`config.mk`:
```
export PLATFORM = sky130hd
export DESIGN_NAME = reg_file_sb
export DESIGN_NICKNAME = d
export VERILOG_FILES = /design/src/rtl/reg_file_pkg.sv /design/src/rtl/reg_scoreboard.sv /design/src/rtl/reg_file_sb.sv
export SDC_FILE = /design/constraint.sdc
export NUM_CORES = 2
export LEC_CHECK = 0
export CAP_MARGIN = 0
export CORE_UTILIZATION = 45
export DETAILED_ROUTE_END_ITERATION = 8
export GPL_TIMING_DRIVEN = 0
export SYNTH_ARGS = -nofsm -noshare
export SYNTH_HDL_FRONTEND = slang
export SYNTH_SLANG_ARGS = --single-unit
```
`constraint.sdc`:
```
create_clock -name clock -period 7.9 [get_ports clock]
set_input_delay 1.185 -clock clock [delete_from_list [all_inputs] [get_ports clock]]
set_output_delay 1.185 -clock clock [all_outputs]
set_load 0.02 [all_outputs]
```
`src/rtl/reg_file_pkg.sv`:
```
// Shared constants and helpers for the parametrised register file.
package reg_file_pkg;

   localparam int DEF_XLEN  = 32;
   localparam int DEF_NREGS = 32;

   // Write lane indices; lane 1 wins every same-address collision.
   localparam int LANE0 = 0;
   localparam int LANE1 = 1;

   // Address width for a power-of-two register count (at least 1 bit).
   function automatic int addr_width(input int nregs);
      int w;
      w = 1;
      for (int i = 1; i < 31; i++) begin
         if ((1 << i) < nregs) w = i + 1;
      end
      return w;
   endfunction

endpackage

```
`src/rtl/reg_scoreboard.sv`:
```
// Busy-bit scoreboard: one bit per architectural register, set by issue
// reservations, cleared by writeback or a flush, with a registered popcount.
import reg_file_pkg::*;

module reg_scoreboard #(
   parameter int NREGS    = DEF_NREGS,
   parameter int ZERO_REG = 1,
   parameter int AW       = addr_width(NREGS)
) (
   input  logic              clock,
   input  logic              reset_n,
   input  logic [1:0]        clr_valid,
   input  logic [2*AW-1:0]   clr_address,
   input  logic              reserve_valid,
   input  logic [AW-1:0]     reserve_address,
   input  logic              flush,
   output logic [NREGS-1:0]  busy,
   output logic [AW:0]       busy_count
);

   logic [NREGS-1:0] busy_d, busy_q;
   logic [AW:0]      busy_count_d, busy_count_q;
   logic             reserve_ok;

   // Register 0 never becomes busy when it is hardwired to zero.
   assign reserve_ok = reserve_valid && !(ZERO_REG != 0 && reserve_address == '0);

   // Retire clears first, then a reservation sets, so a new producer wins;
   // flush overrides both and drops the reservation.
   always_comb begin
      busy_d = busy_q;
      if (clr_valid[LANE0]) busy_d[clr_address[LANE0*AW +: AW]] = 1'b0;
      if (clr_valid[LANE1]) busy_d[clr_address[LANE1*AW +: AW]] = 1'b0;
      if (flush) begin
         busy_d = '0;
      end else if (reserve_ok) begin
         busy_d[reserve_address] = 1'b1;
      end
   end

   // Popcount of the next busy vector, so the count is aligned with it.
   always_comb begin
      busy_count_d = '0;
      for (int i = 0; i < NREGS; i++) begin
         busy_count_d = busy_count_d + {{AW{1'b0}}, busy_d[i]};
      end
   end

   // Busy vector and count state.
   always_ff @(posedge clock or negedge reset_n) begin
      if (!reset_n) begin
         busy_q       <= '0;
         busy_count_q <= '0;
      end else begin
         busy_q       <= busy_d;
         busy_count_q <= busy_count_d;
      end
   end

   assign busy       = busy_q;
   assign busy_count = busy_count_q;

endmodule

```
`src/rtl/reg_file_sb.sv`:
```
// Parametrised integer register file: NREAD combinational read ports, two
// writeback lanes (lane 1 wins collisions), optional write-to-read bypass and
// an integrated busy-bit scoreboard for in-order hazard detection.
import reg_file_pkg::*;

module reg_file_sb #(
   parameter int XLEN     = DEF_XLEN,
   parameter int NREGS    = DEF_NREGS,
   parameter int NREAD    = 2,
   parameter int BYPASS   = 1,
   parameter int ZERO_REG = 1
) (
   input  logic                                   clock,
   input  logic                                   reset_n,
   input  logic [NREAD*addr_width(NREGS)-1:0]     read_address,
   output logic [NREAD*XLEN-1:0]                  read_data,
   output logic [NREAD-1:0]                       read_busy,
   input  logic [1:0]                             write_enable,
   input  logic [2*addr_width(NREGS)-1:0]         write_address,
   input  logic [2*XLEN-1:0]                      write_data,
   input  logic                                   reserve_valid,
   input  logic [addr_width(NREGS)-1:0]           reserve_address,
   input  logic                                   flush,
   output logic [addr_width(NREGS):0]             busy_count
);

   localparam int AW = addr_width(NREGS);

   logic [NREGS-1:0][XLEN-1:0] regs_d, regs_q;
   logic [NREGS-1:0]           busy;
   logic [AW-1:0]              wa0, wa1;
   logic [XLEN-1:0]            wd0, wd1;
   logic                       we0, we1;

   assign we0 = write_enable[LANE0];
   assign we1 = write_enable[LANE1];
   assign wa0 = write_address[LANE0*AW +: AW];
   assign wa1 = write_address[LANE1*AW +: AW];
   assign wd0 = write_data[LANE0*XLEN +: XLEN];
   assign wd1 = write_data[LANE1*XLEN +: XLEN];

   // Lane 0 applied first so lane 1 overwrites it on an address collision;
   // writes to a hardwired-zero register 0 are dropped.
   always_comb begin
      regs_d = regs_q;
      if (we0 && !(ZERO_REG != 0 && wa0 == '0)) regs_d[wa0] = wd0;
      if (we1 && !(ZERO_REG != 0 && wa1 == '0)) regs_d[wa1] = wd1;
   end

   // Register array state.
   always_ff @(posedge clock or negedge reset_n) begin
      if (!reset_n) regs_q <= '0;
      else          regs_q <= regs_d;
   end

   reg_scoreboard #(
      .NREGS    (NREGS),
      .ZERO_REG (ZERO_REG),
      .AW       (AW)
   ) u_sb (
      .clock           (clock),
      .reset_n         (reset_n),
      .clr_valid       (write_enable),
      .clr_address     (write_address),
      .reserve_valid   (reserve_valid),
      .reserve_address (reserve_address),
      .flush           (flush),
      .busy            (busy),
      .busy_count      (busy_count)
   );

   for (genvar i = 0; i < NREAD; i++) begin : g_rd
      logic [AW-1:0]   ra;
      logic            hit0, hit1, is_zero;
      logic [XLEN-1:0] rd;

      assign ra      = read_address[i*AW +: AW];
      assign hit0    = we0 && (wa0 == ra);
      assign hit1    = we1 && (wa1 == ra);
      assign is_zero = (ZERO_REG != 0) && (ra == '0);

      // Array read, overridden by same-cycle write data (lane 1 first),
      // with register 0 forced to zero last.
      always_comb begin
         rd = regs_q[ra];
         if (BYPASS != 0) begin
            if (hit1)      rd = wd1;
            else if (hit0) rd = wd0;
         end
         if (is_zero) rd = '0;
      end

      assign read_data[i*XLEN +: XLEN] = rd;
      // A producer retiring this cycle is already forwarded, so no hazard.
      assign read_busy[i] = busy[ra] && !is_zero
                            && !((BYPASS != 0) && (hit0 || hit1));
   end

endmodule

```
==> metrics.csv <==
stage,metric,value,unit
floorplanning,ios,167,
power,power.internal,12.8,mW
cts,clk_pin_slew_worst_paths,50,ps
timing,worst_hold_slack,277,ps
power,p_clk_share,32.2,%
drt,ant_nets,0,
worst_setup_path,cp.required,6710,ps
floorplanning,initial_core_util,45.4,%
synthesis,synth_cell_types,61,
cells_and_area,design_area,75500,um2
cts,cts_htree_levels,4,
synthesis,ys_top_cells_by_count,"1300 x nand2_1, 1062 x dfrtp_1, 727 x mux2i_1",
placed_design,dp_slack,-1380,ps
global_route,grt_antenna_before_repair,20,
synthesis,synth.most_common_cell,nand2_1,
worst_setup_path,r2r_end,u_sb.busy_count[4]$_DFF_PN0_,
floorplanning,die_area,151000,um2
timing,tightest_slew,1710,ps
synthesis,synth_fp_nets,7021,
worst_setup_path,r2r_start,u_sb.busy[0]$_DFF_PN0_,
drt,finalWirelength,380,mm
floorplanning,die_w,389,um
synthesis,ys.flop_type,dfrtp_1,
floorplanning,rows,141,
drt,drt-vias-per-instance,7.20,
cts,clockBufferDepth,3,
timing,slew_violations,47,
timing,hold_viol_final,0,
power,p_comb_share,27.5,%
floorplanning,die_y,389,um
power,switching_share,35.4,%
power,peakVddDrop,0.222,mV
timing,slew_headroom,-14.4,%
job,cap_viol_max_count,6,
synthesis,syn-cell-area,67300,um2
synthesis,synth_edf_count,0,
drt,drcViolationCount,0,
timing,rsz0062_at_grt,yes,
floorplanning,core_area,148000,um2
power,switchingPower,7.00,mW
cts,clock_sinks,1062,
cells_and_area,syn_to_final_growth,12.0,%
placed_design,place_hpwl,297,mm
drt,num_vias,66100,
power,powerDensity,262,nW/um2
worst_setup_path,critPathKind,input port to output pin,
timing,layout_setup_ws,-431,ps
cts,post_cts_buffers,0,
worst_setup_path,r2r_slack,1010,ps
synthesis,netlist_instances,6894,
global_route,grt_pass1_vias,61500,
power,power_leakage,31.6,nW
synthesis,ys_top_cells_by_area,"dfrtp_1 39%, mux4_2 14%, mux2i_1 11%, nand2_1 7.2%, o21ai_0 3.6%",
run_status,outcome,"complete, but fails checks",
timing,finalCritPeriodShare,105,%
drt,drt_iter0_drc,11100,
worst_setup_path,crit_fanout,10,
placed_design,io_buffer_count,93,
drt,first_pass_iters,9,
cells_and_area,drive_gt1_share,12.9,%
cts,tritoncts,built,
cells_and_area,nNetsFinal,7259,
hold_path,hp-class,input port to async pin,
synthesis,synth_async_sr_flop_share,100,%
cts,cts_root_buf,clkbuf_16,
worst_setup_path,reg2reg_depth,16,
worst_setup_path,end_kind,output pin,
synthesis,seq_area_frac_synth,39.5,%
power,seq_power_share,40.3,%
timing,layout_min_cycle_time,8330,ps
synthesis,synth.largest_area_cell,dfrtp_1,
worst_setup_path,cp-start-kind,input port,
global_route,grt_first_pass_wirelength,513,mm
worst_setup_path,worstPathArrival,7150,ps
global_route,grt_max_degree,159,
synthesis,yosysTopAreaCellShare,39.5,%
placed_design,gp_congestion,1.09,
synthesis,syn_avg_cell_area,9.77,um2
global_route,overflow,0,
global_route,grt.total_usage,49.4,%
timing,skew,10.0,ps
cts,clk_latency,800,ps
timing,timing.fmax,120,MHz
placed_design,placed_cell_area,71000,um2
timing,setup_viol,14,
cts,cts_buffers,135,
synthesis,synth.ff_latch_count,1062,
synthesis,ys_warn_count,0,
run_status,violations,"max-capacitance violations, max-slew violations, negative setup slack",
drt,wl_per_cell,41.4,um
-- worst max-delay path by stage --
stage                          start                            to  slack, ps  depth (start not counted)
detailed placement  write_address[7]  u_sb.busy_count[4]$_DFF_PN0_      -1380                         22
finish               read_address[4]                 read_data[17]       -430                          9
global route        write_address[4]  u_sb.busy_count[4]$_DFF_PN0_       -150                         18
floorplan           write_address[1]  u_sb.busy_count[4]$_DFF_PN0_        920                         21
global placement             reset_n         regs_q[103]$_DFF_PN0_     -47100                          1
CTS                  write_enable[0]  u_sb.busy_count[4]$_DFF_PN0_        -30                         19
-- layout by cell type (no fill, tap or decap), drive strengths merged, types with 24 or more instances in the layout --
cell	Yosys	final
inv	36	37
a32oi	24	24
buf	224	236
a22o	62	62
nand2	1300	1300
o211a	30	30
clkdlybuf4s50	0	92
mux2i	727	727
a21oi	202	202
mux2	92	92
o221ai	94	94
clkinv	0	26
mux4	408	408
nor2	571	571
clkbuf	656	856
a2bb2oi	122	122
dfrtp	1062	1062
o21ai	482	482
a31oi	335	335
a221oi	62	62
nor4	65	65
a211oi	63	63
fa	24	24
a221o	62	62
-- per-layer routing --
metal  wire length (um)  share of wire, %  track usage (%)  vias up
met4              37400               9.8             40.1       22
met1             139000                37             63.6    33300
met2             154000                40             68.0     5938
met3              49900                13             15.9     1277
li1                   -                 -                -    25600
met5                168             0.044            0.159        -
-- stage by stage --
step / power [mW] / utilization (%) / instances / TNS (ps)
floorplan: 10.9 / - / 6894 / 0
global placement: 13.1 / 47.7 / 8917 / -
detailed placement: 13.2 / 47.9 / 8928 / -6290
CTS: 19.5 / 50.9 / 9161 / -31.7
global route: 20.2 / 50.9 / 9165 / -150
finish: 19.8 / 50.9 / 9181 / -2190
-- worst max-delay path, cell delays in order --
cell and delay [ps]:
clkdlybuf4s50_1 680, buf_2 500, nor2_1 920, clkbuf_1 920, clkbuf_1 610, a221oi_1 360
nor4_1 1080, a221o_1 230, clkdlybuf4s50_1 620
-- cell type report --
| class | count | area, um2 |
|---|---|---|
| Fill cell | 14000 | 72700 |
| Multi-Input combinational cell | 4916 | 37000 |
| Sequential cell | 1062 | 26600 |
| Clock buffer | 203 | 4020 |
| Buffer | 877 | 3640 |
| Tap cell | 1930 | 2410 |
| Timing Repair Buffer | 104 | 1230 |
| Clock inverter | 33 | 353 |
| Inverter | 36 | 135 |
| Antenna cell | 20 | 50.0 |
-- kinds of logic (layout without fill, tap and decap cells) --
logic type	after synthesis	count (layout)	synth area share, %
simple gates	2047	2047	12.2
other cells	0	20	0
flops	1062	1062	39.5
buf+inv	916	1253	5.61
compound gates	1587	1587	15.6
mux	1227	1227	26.0
fa+ha+maj	32	32	0.862
xor+xnor	23	23	0.299
-- power by group through the flow --
stage               Combinational [mW]  Clock [mW]  Sequential [mW]
floorplan                         3.36           0             7.53
global placement                  5.11           0             7.96
detailed placement                5.22           0             7.98
CTS                               5.23        6.32             7.90
global route                      5.60        6.52             8.10
finish                            5.45        6.37             7.99
-- registers in the layout (all words and copies together), names as in the netlist --
signal,flops
regs_q,1024
u_sb.busy,32
u_sb.busy_count,6
-- timing repair --
action	in CTS	in global routing
resized for setup	12	4
hold buffers	0	0
setup endpoints to repair	10	4
No activity file was read; power rests on OpenSTA's default activity.
